**config.mk**
```make
export PLATFORM = sky130hd
export DESIGN_NAME = fifo_rd_packer_flat
export DESIGN_NICKNAME = d
export VERILOG_FILES = /design/src/rtl/fifo_rd_packer_if.sv /design/src/rtl/fifo_rd_packer.sv /design/src/flat_wrapper.sv
export SDC_FILE = /design/constraint.sdc
export NUM_CORES = 1
export LEC_CHECK = 0
export ABC_AREA = 0
export BUFFER_PORTS_ARGS = -buffer_cell sky130_fd_sc_hd__buf_2
export CAP_MARGIN = 10
export CORE_ASPECT_RATIO = 1.4
export CORE_MARGIN = 5
export CORE_UTILIZATION = 55
export DETAILED_ROUTE_END_ITERATION = 8
export PLACE_DENSITY = 0.8
export SLEW_MARGIN = 20
export SYNTH_ARGS = -nofsm -noshare
export SYNTH_HDL_FRONTEND = slang
export SYNTH_SLANG_ARGS = --single-unit
```
**constraint.sdc**
```tcl
create_clock -name rclk -period 6.1 [get_ports rclk]
set_clock_uncertainty 0.15 [all_clocks]
set_input_delay 0.61 -clock rclk [delete_from_list [all_inputs] [get_ports rclk]]
set_output_delay 0.61 -clock rclk [all_outputs]
set_load 0.005 [all_outputs]
```
**src/rtl/fifo_rd_packer_if.sv**
```systemverilog
`default_nettype none
// ============================================================================
//  Module   : fifo_rd_packer_if
//  Purpose  : FIFO-pop and packet valid/ready bundle for fifo_rd_packer.
//  Revision : 1.0 - initial release
// ============================================================================
interface fifo_rd_packer_if #(
    parameter int WD = 4,
    parameter int NW = 4,
    parameter int CW = $clog2(NW) + 1
);
    logic          empty;
    logic          rd_en;
    logic [WD-1:0] rdata;
    logic          rdata_valid;
    logic          flush;
    logic [NW*WD-1:0] out_data;
    logic [CW-1:0] out_cnt;
    logic          out_valid;
    logic          out_ready;
    logic          ovf_err;

    // master is the packer itself, slave is the FIFO plus packet consumer
    modport master (
        input  empty, rdata, rdata_valid, flush, out_ready,
        output rd_en, out_data, out_cnt, out_valid, ovf_err
    );
    modport slave (
        output empty, rdata, rdata_valid, flush, out_ready,
        input  rd_en, out_data, out_cnt, out_valid, ovf_err
    );
endinterface
`default_nettype wire

```
**src/rtl/fifo_rd_packer.sv**
```systemverilog
`default_nettype none
// ============================================================================
//  Module   : fifo_rd_packer
//  Purpose  : Pops WD-bit FIFO words and packs NW of them per output packet;
//             a flush pulse emits whatever partial packet has been gathered.
//  Revision : 1.0 - initial release
// ============================================================================
module fifo_rd_packer #(
    parameter int WD = 4,
    parameter int NW = 4
) (
    input  logic              rclk,
    input  logic              rst_n,
    fifo_rd_packer_if.master  bus
);
    localparam int CW = $clog2(NW) + 1;
    localparam logic [CW-1:0] c_nw     = CW'(NW);
    localparam logic [0:0]    c_s_fill = 1'b0;
    localparam logic [0:0]    c_s_hold = 1'b1;

    logic [0:0]       r_state;
    logic [0:0]       w_state_nxt;
    logic [CW-1:0]    r_fill;
    logic [CW-1:0]    r_inflight;
    logic             r_flush_pend;
    logic             r_ovf_err;
    logic [NW*WD-1:0] r_out_data;
    logic [CW-1:0]    r_out_cnt;

    logic             w_rd_en;
    logic             w_cap;
    logic [CW-1:0]    w_fill_inc;
    logic             w_full;
    logic             w_resolve;
    logic             w_handshake;

    assign w_cap       = bus.rdata_valid && (r_inflight != '0);
    assign w_fill_inc  = r_fill + CW'(w_cap);
    assign w_full      = (r_state == c_s_fill) && w_cap && (w_fill_inc == c_nw);
    // A pending flush is only resolved once the last popped word has landed
    assign w_resolve   = (r_state == c_s_fill) && r_flush_pend && (r_inflight == '0);
    assign w_handshake = (r_state == c_s_hold) && bus.out_ready;

    // State register
    always_ff @(posedge rclk or negedge rst_n) begin
        if (!rst_n) begin
            r_state <= c_s_fill;
        end else begin
            r_state <= w_state_nxt;
        end
    end

    // Next-state logic
    always_comb begin
        w_state_nxt = r_state;
        case (r_state)
            c_s_fill: begin
                if (w_full || (w_resolve && (r_fill != '0))) begin
                    w_state_nxt = c_s_hold;
                end
            end
            c_s_hold: begin
                if (bus.out_ready) begin
                    w_state_nxt = c_s_fill;
                end
            end
            default: w_state_nxt = c_s_fill;
        endcase
    end

    // Output logic; outstanding pops are counted so the packet never overfills
    always_comb begin
        w_rd_en = rst_n && (r_state == c_s_fill) && !bus.empty && !r_flush_pend
                  && ((r_fill + r_inflight) < c_nw);
        bus.rd_en     = w_rd_en;
        bus.out_valid = (r_state == c_s_hold);
    end

    // Datapath: capture, packet count, flush and overflow tracking
    always_ff @(posedge rclk or negedge rst_n) begin
        if (!rst_n) begin
            r_fill       <= '0;
            r_inflight   <= '0;
            r_flush_pend <= 1'b0;
            r_ovf_err    <= 1'b0;
            r_out_data   <= '0;
            r_out_cnt    <= '0;
        end else begin
            r_inflight   <= CW'(w_rd_en);
            r_flush_pend <= (r_flush_pend && !w_resolve) || bus.flush;
            if (bus.rdata_valid && (r_inflight == '0)) begin
                r_ovf_err <= 1'b1;
            end
            if (w_handshake) begin
                r_fill     <= '0;
                r_out_data <= '0;
            end else if (w_cap) begin
                r_fill <= w_fill_inc;
                for (int k = 0; k < NW; k++) begin
                    if (r_fill == CW'(k)) begin
                        r_out_data[k*WD +: WD] <= bus.rdata;
                    end
                end
            end
            if (w_full) begin
                r_out_cnt <= c_nw;
            end else if (w_resolve && (r_fill != '0)) begin
                r_out_cnt <= r_fill;
            end
        end
    end

    assign bus.out_data = r_out_data;
    assign bus.out_cnt  = r_out_cnt;
    assign bus.ovf_err  = r_ovf_err;

endmodule
`default_nettype wire

```
**src/flat_wrapper.sv**
```systemverilog
// flat-port wrapper written by rule: the top's interface ports become plain ports
module fifo_rd_packer_flat 
#(
    parameter int WD = 4,
    parameter int NW = 4
)
  (rclk, rst_n, bus_empty, bus_rdata, bus_rdata_valid, bus_flush, bus_out_ready, bus_rd_en, bus_out_data, bus_out_cnt, bus_out_valid, bus_ovf_err);
  fifo_rd_packer_if #(.WD(WD), .NW(NW), .CW(($clog2(NW) + 1))) bus_i ();
  input  logic rclk;
  input  logic rst_n;
  input wire logic [$bits(bus_i.empty)-1:0] bus_empty;
  input wire logic [$bits(bus_i.rdata)-1:0] bus_rdata;
  input wire logic [$bits(bus_i.rdata_valid)-1:0] bus_rdata_valid;
  input wire logic [$bits(bus_i.flush)-1:0] bus_flush;
  input wire logic [$bits(bus_i.out_ready)-1:0] bus_out_ready;
  output wire logic [$bits(bus_i.rd_en)-1:0] bus_rd_en;
  output wire logic [$bits(bus_i.out_data)-1:0] bus_out_data;
  output wire logic [$bits(bus_i.out_cnt)-1:0] bus_out_cnt;
  output wire logic [$bits(bus_i.out_valid)-1:0] bus_out_valid;
  output wire logic [$bits(bus_i.ovf_err)-1:0] bus_ovf_err;
  assign bus_i.empty = bus_empty;
  assign bus_i.rdata = bus_rdata;
  assign bus_i.rdata_valid = bus_rdata_valid;
  assign bus_i.flush = bus_flush;
  assign bus_i.out_ready = bus_out_ready;
  assign bus_rd_en = bus_i.rd_en;
  assign bus_out_data = bus_i.out_data;
  assign bus_out_cnt = bus_i.out_cnt;
  assign bus_out_valid = bus_i.out_valid;
  assign bus_ovf_err = bus_i.ovf_err;
  fifo_rd_packer #(.WD(WD), .NW(NW)) u_core (.rclk(rclk), .rst_n(rst_n), .bus(bus_i));
endmodule
```
==> flow_summary.toml <==
[sta]
slew_headroom_pct = 56.7
post-route-period-util_pct = 40.2
max_freq_mhz = 408
slew_violations = 0
worst_pin_slew_ps = 650
fin_setup_tns_ps = 0
hold_violations = 0
rsz0062_at_grt = "false"
fin_crit_ps = 2450
setup_viol = 0

[global_routing]
grt_overflow = 0
antenna_found_initial = 0
grt_pass1_wl_mm = 4.64
grt_pass1_vias = 1057
grt_usage_pct = 18.1
grt_max_degree = 28

[route]
drtIter0Drc = 31
num_vias = 1070
drc = 0
first_pass_iters = 4
vias_per_cell = 6.01
wl_per_cell_um = 15.0
antenna_left = 0
drt_wl_total_mm = 2.67

[worst_setup_path]
reg2regPathDepth = 7
r2r_start = "u_core.r_inflight[0]"
cpPeakStageDelay_ps = 650
crit_path_start_kind = "flip-flop"
worstSetupEndpointType = "primary output"
crit_fanout = 16
crit_type = "flip-flop to primary output"
ff2ff_setup_slack_ps = 3830
cp_cell_sequence = "nand3_1 -> xnor2_1 -> nor4_1 -> buf_2"
cp.required_ps = 5340
critical_path.slowest_cell = "dfrtp_1"
r2r-end = "u_core.bus.out_valid"
crit_arrival_ps = 1690

[floorplan]
dieHeight_um = 66.3
die_area_um2 = 3330
io_pins = 32
placementRows = 20
initial_core_util_pct = 57.2
core_um2 = 2180
die_w_um = 50.2

[logic_synthesis]
synth_flop_cell = "dfrtp_1"
synthXorXnorAreaFrac_pct = 2.11
synth_cell_types = 33
synthCells = 130
async_flop_share_pct = 100
synthMuxAreaShare_pct = 0
netlist_top_cells_count = "26 x dfrtp_1, 20 x a21oi_1, 18 x o21ai_0"
synth.most_common_cell = "dfrtp_1"
synth_seq_cells = 26
ys_top_cells_by_area = "dfrtp_1 52%, a21oi_1 8.0%, o21ai_0 7.2%, nand3_1 6.4%, nand2_1 2.1%"
synth.net_count = 142
syn_area_um2 = 1240
ys_seq_area_share_pct = 52.3
yosys.area_share.simple_pct = 20.2
avgSynthCellArea_um2 = 9.58
ys.warnings.count = 0
yosys.area.top_type_share_pct = 52.3
synth_top_family_by_area = "simple AND/OR/NAND/NOR gates"
synth_area_leader_cell = "dfrtp_1"
synthAdderAreaFrac_pct = 2.01
synth_edf_count = 0
synth-compound-area-share_pct = 18.6

[status]
outcome = "complete, no violations"

[power]
vdd_drop_max_uv = 207
leakagePower_nw = 0.694
powerDensity_nw_per_um2 = 297

[clock_tree]
cts_buffer_depth = 2
numCtsBuffers = 3
clk_pin_slew_ps = 150
cts_sinks = 26
hold_buffers = 0
clk_latency_ps = 330
postCtsSetupBuffers = 0
cts_tree = "done"
cts_root_buffer = "clkbuf_4"
cts_max_level = 1
cts_resized = 0

[placement]
io_buffers = 31
place_hpwl_mm = 1.97
gp_congestion = 0.781

[finish]
drive_above_1_share_pct = 26.3
num_antenna_cells = 0
final_util_pct = 65.6
area_delta_synth_final_pct = 14.7
finalNetCount = 169

[run]
cap_violations = 0

[min_path]
hp-class = "input port to asynchronous set/reset pin"
-- critical path: cells and delay by family (launching register included) --
family | cells | cell delay [ps]
xor gates and xnor gates | 1 | 160
buffers and inverters | 1 | 170
DFF | 1 | 650
and+or+nand+nor | 2 | 380
-- layer usage --
layer / global-route usage, % / up-vias / share of wire (%) / routed length, um
li1: - / 518 / - / -
met4: 8.20 / 0 / 2.0 / 53
met2: 32.5 / 42 / 50 / 1350
met1: 19.9 / 505 / 40 / 1070
met5: 0 / - / 0 / 0
met3: 3.39 / 5 / 7.8 / 209
-- placed cells by master (no fill, tap or decap), types with 2 or more instances in the layout --
cell / n
a21oi_1: 20
buf_2: 31
clkbuf_4: 3
dfrtp_1: 26
ha_1: 2
inv_1: 2
nand2_1: 7
nand2b_1: 3
nand3_1: 16
nand4_1: 4
nor2_1: 3
nor2b_1: 2
o21ai_0: 18
xnor2_1: 2
-- flip-flops by register name (all words and copies together), names as in the netlist --
signal and cells:
u_core.r_flush_pend 1, u_core.bus.out_cnt 3, u_core.bus.out_valid 1, u_core.r_fill 3
u_core.bus.ovf_err 1, u_core.bus.out_data 16, u_core.r_inflight 1
-- worst max path at each step --
stage                           startpoint              endpoint  slack [ps]  cells past startpoint
after floorplan            bus_rdata_valid  u_core.bus.out_valid        3930                      7
after global placement     bus_rdata_valid  u_core.bus.out_valid        3690                      8
after detailed placement   bus_rdata_valid  u_core.bus.out_valid        3620                      8
after CTS                            rst_n             bus_rd_en        3630                      4
after global routing      u_core.r_fill[1]             bus_rd_en        3510                      4
final                     u_core.r_fill[0]             bus_rd_en        3650                      4
-- kinds of logic after synthesis --
| logic type | Yosys count |
|---|---|
| compound gates | 43 |
| xor+xnor | 3 |
| fa+ha+maj | 2 |
| buf+inv | 11 |
| flops | 26 |
| simple gates | 45 |
-- cell type report --
cell class	count	area, um2
Fill cell	201	749
Sequential cell	26	651
Multi-Input combinational cell	93	534
Timing Repair Buffer	31	155
Clock inverter	1	30.0
Tap cell	22	27.5
Clock buffer	3	22.5
Inverter	2	7.51
-- stage by stage --
stage	total power [mW]	setup WS, ps	std cells	hold WS, ps	area, um2
floorplan	0.270	3930	130	164	1240
global placement	0.304	3690	174	288	1380
detailed placement	0.309	3620	174	307	1380
CTS	0.426	3630	178	125	1430
global route	0.449	3510	178	131	1430
finish	0.424	3650	178	101	1430
-- where the power goes --
part | switching, mW | internal, mW | total (mW)
Clock | 0.0534 | 0.0666 | 0.120
Sequential | 0.0180 | 0.196 | 0.214
Combinational | 0.0479 | 0.0418 | 0.0897
Total | 0.119 | 0.305 | 0.424
Power figures use the tool's default switching activity.
